==> config.mk <==
export PLATFORM = sky130hd
export DESIGN_NAME = vga_sync_timing_gen
export DESIGN_NICKNAME = d
export VERILOG_FILES = /design/src/rtl/vga_timing_pkg.sv /design/src/rtl/pixel_tick_div.sv /design/src/rtl/vga_sync_timing_gen.sv
export SDC_FILE = /design/constraint.sdc
export NUM_CORES = 1
export LEC_CHECK = 0
export ABC_CLOCK_PERIOD_IN_PS = 2100
export CAP_MARGIN = 20
export CORE_MARGIN = 3
export CORE_UTILIZATION = 48
export CTS_CLUSTER_DIAMETER = 50
export CTS_CLUSTER_SIZE = 25
export DETAILED_ROUTE_END_ITERATION = 7
export PLACE_DENSITY_LB_ADDON = 0.05
export SLEW_MARGIN = 20
export SYNTH_ARGS = -nofsm -noshare
export SYNTH_HDL_FRONTEND = slang
export SYNTH_HIERARCHICAL = 1
export SYNTH_SLANG_ARGS = --single-unit
==> constraint.sdc <==
create_clock -name clk -period 2.1 [get_ports clk]
set_input_delay 0.42 -clock clk [delete_from_list [all_inputs] [get_ports clk]]
set_output_delay 0.42 -clock clk [all_outputs]
set_load 0.1 [all_outputs]
==> src/rtl/vga_timing_pkg.sv <==
// rtl/vga_timing_pkg.sv - 640x480@60 timing constants and width helper
package vga_timing_pkg;

    localparam int H_ACTIVE = 640;
    localparam int H_FP     = 16;
    localparam int H_SYNC   = 96;
    localparam int H_BP     = 48;
    localparam int V_ACTIVE = 480;
    localparam int V_FP     = 10;
    localparam int V_SYNC   = 2;
    localparam int V_BP     = 33;

    localparam int H_TOTAL  = H_ACTIVE + H_FP + H_SYNC + H_BP;
    localparam int V_TOTAL  = V_ACTIVE + V_FP + V_SYNC + V_BP;

    // Bits needed to hold 0..value-1; never less than 1 so it can size a vector.
    function automatic int clog2(input int value);
        int res;
        res = 0;
        while ((1 << res) < value) begin
            res = res + 1;
        end
        if (res < 1) begin
            res = 1;
        end
        return res;
    endfunction

endpackage

==> src/rtl/pixel_tick_div.sv <==
// rtl/pixel_tick_div.sv - clk-to-pixel divider producing a one-clk pixel strobe
module pixel_tick_div
    import vga_timing_pkg::*;
#(
    parameter int PIX_DIV = 4
) (
    input  logic clk,
    input  logic rst,
    input  logic en,
    output logic pixel_tick
);

    localparam int            DW   = clog2(PIX_DIV);
    localparam logic [DW-1:0] LAST = DW'(PIX_DIV - 1);

    logic [DW-1:0] div_cnt;

    // Phase counter 0..PIX_DIV-1; holds while disabled so a resumed pixel keeps its phase.
    always_ff @(posedge clk) begin
        if (rst) begin
            div_cnt <= '0;
        end else if (en) begin
            div_cnt <= (div_cnt == LAST) ? '0 : div_cnt + 1'b1;
        end
    end

    assign pixel_tick = en && (div_cnt == LAST);

endmodule

==> src/rtl/vga_sync_timing_gen.sv <==
// rtl/vga_sync_timing_gen.sv - VGA pixel counters, syncs, video_on and pixel strobe
module vga_sync_timing_gen
    import vga_timing_pkg::*;
#(
    parameter int H_ACTIVE = vga_timing_pkg::H_ACTIVE,
    parameter int H_FP     = vga_timing_pkg::H_FP,
    parameter int H_SYNC   = vga_timing_pkg::H_SYNC,
    parameter int H_BP     = vga_timing_pkg::H_BP,
    parameter int V_ACTIVE = vga_timing_pkg::V_ACTIVE,
    parameter int V_FP     = vga_timing_pkg::V_FP,
    parameter int V_SYNC   = vga_timing_pkg::V_SYNC,
    parameter int V_BP     = vga_timing_pkg::V_BP,
    parameter bit SYNC_POL = 1'b0,
    parameter int PIX_DIV  = 4,
    localparam int H_TOTAL = H_ACTIVE + H_FP + H_SYNC + H_BP,
    localparam int V_TOTAL = V_ACTIVE + V_FP + V_SYNC + V_BP,
    localparam int HW      = clog2(H_TOTAL),
    localparam int VW      = clog2(V_TOTAL)
) (
    input  logic          clk,
    input  logic          rst,
    input  logic          en,
    output logic          pixel_tick,
    output logic          hsync,
    output logic          vsync,
    output logic          video_on,
    output logic [HW-1:0] pixel_x,
    output logic [VW-1:0] pixel_y,
    output logic          line_end,
    output logic          frame_end
);

    localparam logic [HW-1:0] H_LAST   = HW'(H_TOTAL - 1);
    localparam logic [VW-1:0] V_LAST   = VW'(V_TOTAL - 1);
    localparam int            HS_START = H_ACTIVE + H_FP;
    localparam int            HS_END   = H_ACTIVE + H_FP + H_SYNC;
    localparam int            VS_START = V_ACTIVE + V_FP;
    localparam int            VS_END   = V_ACTIVE + V_FP + V_SYNC;

    logic [HW-1:0] h_cnt;
    logic [VW-1:0] v_cnt;
    logic [HW-1:0] h_nxt;
    logic [VW-1:0] v_nxt;
    logic          hs_act;
    logic          vs_act;
    logic          von_nxt;

    pixel_tick_div #(
        .PIX_DIV (PIX_DIV)
    ) u_div (
        .clk        (clk),
        .rst        (rst),
        .en         (en),
        .pixel_tick (pixel_tick)
    );

    // Next counter position and its decode; outputs are registered from these so they line up with the counters.
    always_comb begin
        h_nxt = h_cnt;
        v_nxt = v_cnt;
        if (pixel_tick) begin
            if (h_cnt == H_LAST) begin
                h_nxt = '0;
                v_nxt = (v_cnt == V_LAST) ? '0 : v_cnt + 1'b1;
            end else begin
                h_nxt = h_cnt + 1'b1;
            end
        end
        hs_act  = (int'(h_nxt) >= HS_START) && (int'(h_nxt) < HS_END);
        vs_act  = (int'(v_nxt) >= VS_START) && (int'(v_nxt) < VS_END);
        von_nxt = (int'(h_nxt) < H_ACTIVE) && (int'(v_nxt) < V_ACTIVE);
    end

    // Counter and output registers; reset wins over en and drops any sync pulse in progress.
    always_ff @(posedge clk) begin
        if (rst) begin
            h_cnt    <= '0;
            v_cnt    <= '0;
            hsync    <= ~SYNC_POL;
            vsync    <= ~SYNC_POL;
            video_on <= 1'b0;
        end else if (en) begin
            h_cnt    <= h_nxt;
            v_cnt    <= v_nxt;
            hsync    <= hs_act ? SYNC_POL : ~SYNC_POL;
            vsync    <= vs_act ? SYNC_POL : ~SYNC_POL;
            video_on <= von_nxt;
        end
    end

    assign pixel_x   = h_cnt;
    assign pixel_y   = v_cnt;
    assign line_end  = pixel_tick && (h_cnt == H_LAST);
    assign frame_end = line_end && (v_cnt == V_LAST);

endmodule
# Yosys cells after proc, flatten, opt, wreduce, memory -nomap -nowiden
# Index checks and enable logic that the tools add are counted.
[totals]
register_bits = 25
input_bits = 3
output_inout_bits = 26
wordCells = 32
[classes]
n_addsub = 3
magnitude_cmp = 6
eq_ne = 3
n_mux = 8
reduce_logical = 6
[op_table]
columns = ["op", "n"]
rows = [
  ["2-to-1 mux 10 bit", 5],
  ["adder 10 x 1 -> 10 bit (second input constant)", 2],
  ["== test 10 bit (second input constant)", 2],
  ["< comparator 10 bit (second input constant)", 2],
  ["< comparator 10 x 9 -> 1 bit (second input constant)", 2],
  [">= comparator 10 bit (second input constant)", 1],
  [">= comparator 10 x 9 -> 1 bit (second input constant)", 1],
  ["logical AND 1 bit", 6],
  ["adder 2 x 1 -> 2 bit (second input constant)", 1],
  ["== test 2 bit (second input constant)", 1],
  ["2-to-1 mux 1 bit", 2],
  ["2-to-1 mux 2 bit", 1],
]

# Depth between registers and ports, before layout
[logic_depth]
depth_word = 7
ltp_mapped = 11
ltp_nobuf = 9

# Cells and area by module
# The synthesis kept the hierarchy.
[by_module_without_submodules]
columns = ["module", "instances", "cells_per_inst", "area_each_um2", "seq_area_each_um2"]
rows = [
  ["vga_sync_timing_gen", 1, 220, 1629.1, 460.4],
  ["pixel_tick_div", 1, 9, 92.6, 40.0],
]

# Least setup slack after synthesis
# OpenSTA, ideal clock, no wires.
[synth_path]
kind = "flip-flop to flip-flop"
startpoint = "register u_div.div_cnt[0]"
endpoint = "register v_cnt[9], in the netlist pixel_y[9]"
arrival_ps = 3594
required_time_ps = 1968
setup_slack_ps = -1626
stages_incl_launch_ff = 12
n_path_buf = 2
synth_period_minus_slack_ps = 3726
path_cell_list = "dfxtp_1 -> ha_1 -> and2_1 -> and3_1 -> buf_2 -> nand4_2 -> inv_2 -> buf_4 -> and2_1 -> o21ai_0 -> nand2_1 -> a21oi_1"
[synth_via]
elab_chain_len = 3
[synth_lines]
columns = ["item", "line_no", "text"]
rows = [
  ["start, declared", "pixel_tick_div.sv:16", "logic [DW-1:0] div_cnt;"],
  ["start signal, assigned", "pixel_tick_div.sv:23", "div_cnt <= (div_cnt == LAST) ? '0 : div_cnt + 1'b1;"],
  ["== test 2 bit", "pixel_tick_div.sv:27", "assign pixel_tick = en && (div_cnt == LAST);"],
  ["logical AND 1 bit", "pixel_tick_div.sv:27", ""],
  ["named net pixel_tick", "vga_sync_timing_gen.sv:23", "output logic pixel_tick,"],
  ["2-to-1 mux 10 bit", "vga_sync_timing_gen.sv:61", "if (pixel_tick) begin"],
  ["end signal, assigned", "vga_sync_timing_gen.sv:84", "v_cnt <= v_nxt;"],
  ["end, declared", "vga_sync_timing_gen.sv:41", "logic [VW-1:0] v_cnt;"],
]
# The timed path passes the listed nets, and every way through them passes these cells.
# A chain may end at the register's enable or synchronous reset.

# Worst setup path after layout
[layout_path]
startpoint = "register h_cnt[7], in the netlist pixel_x[7]"
endpoint = "output port frame_end"
[layout_via]
elab_chain_len = 3
[layout_lines]
columns = ["item", "line_no", "text"]
rows = [
  ["start, declared", "vga_sync_timing_gen.sv:40", "logic [HW-1:0] h_cnt;"],
  ["start signal, assigned", "vga_sync_timing_gen.sv:83", "h_cnt <= h_nxt;"],
  ["== test 10 bit", "vga_sync_timing_gen.sv:93", "assign line_end = pixel_tick && (h_cnt == H_LAST);"],
  ["logical AND 1 bit", "vga_sync_timing_gen.sv:93", ""],
  ["logical AND 1 bit", "vga_sync_timing_gen.sv:94", "assign frame_end = line_end && (v_cnt == V_LAST);"],
  ["end, declared", "vga_sync_timing_gen.sv:30", "output logic frame_end"],
]
# No other way between the ends.

==> out/results.txt <==
In the final layout, the share of cells above drive strength 1 is 41.20%. The worst ir drop on vdd was 201.9 uV; the post-route worst setup slack was -0.05302 ns. For this run, the leading register cell type out of synthesis is dfxtp_1.

The cell area after technology mapping is 1722 um2. The highest-delay cell along the critical path is dfxtp_4. The critical path data required time was 1.68 ns. Sorting the synthesized cells by how often they occur yields 28 x nor2_1, 25 x a21oi_1, 25 x dfxtp_1, 25 x nand2_1, 13 x o21ai_0. Setup repair after global routing could not meet its margin everywhere. The internal power component is 556.4 uW, and the peak per-stage delay on the critical path is 0.38 ns.

The run finished, with violations left. Measured in cells, the most critical reg-to-reg path has a length of 8. Across every metal layer, demand over resource in global routing totals 23.19%. In this run, the number of DRC markers left after iteration 0 of detailed routing was 192.

The die is 65.89 um wide. The worst register-to-register path ends at vsync. Number of hold-slack violations in the final timing report: 0. In this run the tightest slew margin relative to its limit is 75.85%. In the routed layout, each cell is associated on average with a via count of 5.694. From bottom edge to top edge, the die measures 65.89 um. The number of antenna violations at the first check in global routing is 0, and the number of cells in the finished layout apart from fillers is 330.

The remaining antenna violation count after routing is 0, and the number of max-capacitance violations reported is 0. The total leakage power is 0.9563 nW, and the combinational fraction of design power is 7.8%. Counting flops with a built-in enable in the synthesized netlist gives 0.

For the worst-skew pair, the clock arrives at the later sink with an insertion delay of 0.32 ns. For flop-to-flop paths, the worst setup slack is 0.06 ns. The area overhead of the layout relative to synthesis was 43.82%. In the final routed layout, each cell accounts on average for 14.90 um. The pin count of the biggest net entering global routing is 24, and the data arrival time of the critical path is 1.73 ns. The worst hold path terminates at video_on. At the end of routability-driven placement, the weighted congestion stood at 0.8910. The final number of max-transition violations was 0; the post-synthesis share of cell area spent on full adders, half adders and majority gates was 2.907%. The tools report the critical path endpoint category as an output port.

The initial core utilization came out at 50.79%. Sequential elements use 29.07% of the synthesized area. The tools report the critical path launch point as pixel_x[7]. The tightest min-delay check is of the reg2reg type. Summing the areas of all xor and xnor instances in the mapped netlist gives 4.070% of the synthesized area. The share of total power dissipated in the clock network is 29.7%. The final clock skew came out at 0.007028 ns.

The sum of negative setup slack is -0.05302 ns, and the part of the cycle the worst path needs is 102.5%. In the routed design, unresolved DRC markers number 0. The number of setup violations in the final report was 1; the cell row count was 21.

The kind of launch point of the worst setup path was a flip-flop. The via count came out at 1879. The critical path is of the reg2out type. Global routing finished with a remaining overflow of 0. The checks that failed: setup timing. Based on the critical path, the design can be clocked at up to 464.5 MHz.

Counting every net in the synthesized netlist gives 236. The startpoint identified for the worst register-to-register timing path is pixel_y[0]. Total iterations of the first detailed-routing run: 5. Of all cell types, the one taking the most synthesized area is dfxtp_1. Net switching is 25.32% of the power. The worst path in the final design needs a cycle of 2.153 ns, including I/O delays and setup. After synthesis, the mean cell area works out to 7.518 um2. In the post-synthesis netlist, the cell with the most instances is nor2_1. Cells fill 73.05% of the core in the end. In this run the deepest clock path goes through 2 buffers.

The core area is 3390 um2, and the simple-gate area share of the yosys netlist is 38.01%. The number of stages on the worst hold path came out at 2. The run gives 62.4% as the share of total power in sequential cells.

The number of warnings printed during yosys synthesis is 6. During placement, the flow inserted port buffers numbering 28. The root buffer cell chosen for the clock tree is clkbuf_4. The I/O pin count is 29, and the switching power of the nets is 188.6 uW. The maximum fanout along the worst path is 3, and the count of clock tree sinks is 25. Sorting the synthesized cells by area gives the leading types as dfxtp_1 29%, a21oi_1 7.3%, nor2_1 6.1%, nand2_1 5.5%, o21ai_0 3.8%. The slew of the pin with the lowest slew margin is 0.3611 ns.

For the HPWL after detailed placement, the log shows 3395 um. The storage element area is 563.0 um2, and the number of nets at the end of the flow is 292. The synthesized-area fraction occupied by ao, oa, aoi and oai cells came out at 19.91%.

The critical path goes through nor4b_4 -> buf_4 -> nand4_4 -> inv_4 -> and2_4 -> buf_12. For this design the ratio of total power to cell area is 300.9 nW/um2. The mux cell area share after synthesis was 0.5814%; the number of H-tree levels was 1. Including well taps, the total number of placed cells is 309. For the footprint of the multi-input gates, the log shows 1245 um2.

The die covers 4341 um2. The top cell type by area accounts for 29.07% of the synthesized area. The first global-routing pass estimated 7969 um of wire. The count of unique library cells instantiated by Yosys is 50, and the number of storage elements in the synthesis netlist is 25.

The main combinational cell family by area after synthesis is simple AND/OR/NAND/NOR gates. After synthesis, the share of flip-flops with an asynchronous set or reset is 0%. The via count of the first global-routing pass was 1761. For this block, the routed nets add up to 4918 um of wire. The tools report the cell count after synthesis as 229.

The logs give 0 for the count of inserted antenna diode cells and 745.1 uW for the total power after layout. In this run the most critical hold path is launched from video_on. The clock-pin slew of the registers on the worst-case setup and hold paths is 0.14 ns, and the layout filler cell count is 253. TritonCTS built the clock tree.

In this run, CTS created clock tree buffers numbering 3.
-- worst max path at each step --
stage / end
final: frame_end
after CTS: frame_end
after detailed placement: vsync
after global routing: frame_end
after floorplan: frame_end
after global placement: vsync
-- kinds of logic after synthesis --
kind of cell	count (synthesis)
compound gates	58
flops	25
buf+inv	22
xor+xnor	8
mux	1
fa+ha+maj	4
simple gates	111
-- through the flow --
stage	hold slack, ns	area [um2]	setup slack [ns]
after floorplan	0.4631	1839	-0.2822
after global placement	0.4436	2237	-0.1713
after detailed placement	0.4523	2237	-0.2213
after CTS	0.4715	2365	-0.06637
after global routing	0.4897	2476	-0.1247
final	0.4639	2476	-0.05302
-- what timing repair did --
action | in CTS | in global routing
buffers inserted | 12 | 5
setup endpoints to repair | 2 | 4
pin swaps | 6 | 6
resized for setup | 6 | 16
hold buffers | 0 | 0
-- worst max-delay path: cells and delay by family (launching register included) --
family	cells	cell delay (ns)
AND/OR/NAND/NOR	3	0.57
buffers and inverters	3	0.46
flip-flops	1	0.38
-- layout make-up --
cell class,instances,area share (%)
multi-input cells,182,50.28
flip-flops and latches,25,22.74
repair buffers,67,22.49
well taps,46,2.324
inverters,6,1.112
clock buffers,4,1.061
-- routing by layer --
layer	routed length, um	up-vias	global-route usage (%)
li1	-	936	-
met1	2119	860	30.92
met2	2415	72	37.80
met3	276	11	3.061
met4	106	0	8.549
met5	0	-	0
-- cells in the final DEF, fill, tap and decap left out, drive strengths merged, types with 2 or more instances in the layout --
master / instances
nor2: 28
a311oi: 2
ha: 4
dfxtp: 25
and2: 6
nand3: 10
or4b: 2
nand2b: 2
nor4: 3
or3b: 2
a21oi: 25
o31ai: 3
inv: 6
and3: 3
o21ai: 13
a31oi: 5
and4: 3
clkbuf: 4
nand4b: 5
xor2: 5
xnor2: 3
nand4: 5
nand3b: 2
buf: 65
nor3b: 2
or3: 3
nand2: 26
nor3: 6
nor4b: 3
-- flip-flops by register name (all words and copies together) (netlist names) --
| register | count |
|---|---|
| pixel_x | 10 |
| pixel_y | 10 |
| u_div/div_cnt | 2 |
| hsync | 1 |
| video_on | 1 |
| vsync | 1 |
-- power by group through the flow --
stage	logic [mW]	registers [mW]	clock network (mW)
6_report	0.0584	0.465	0.222
5_1_grt	0.0640	0.466	0.250
4_1_cts	0.0574	0.465	0.237
3_5_place_dp	0.0554	0.481	0
3_3_place_gp	0.0542	0.481	0
2_1_floorplan	0.0238	0.492	0
No activity file was read; power rests on OpenSTA's default activity.
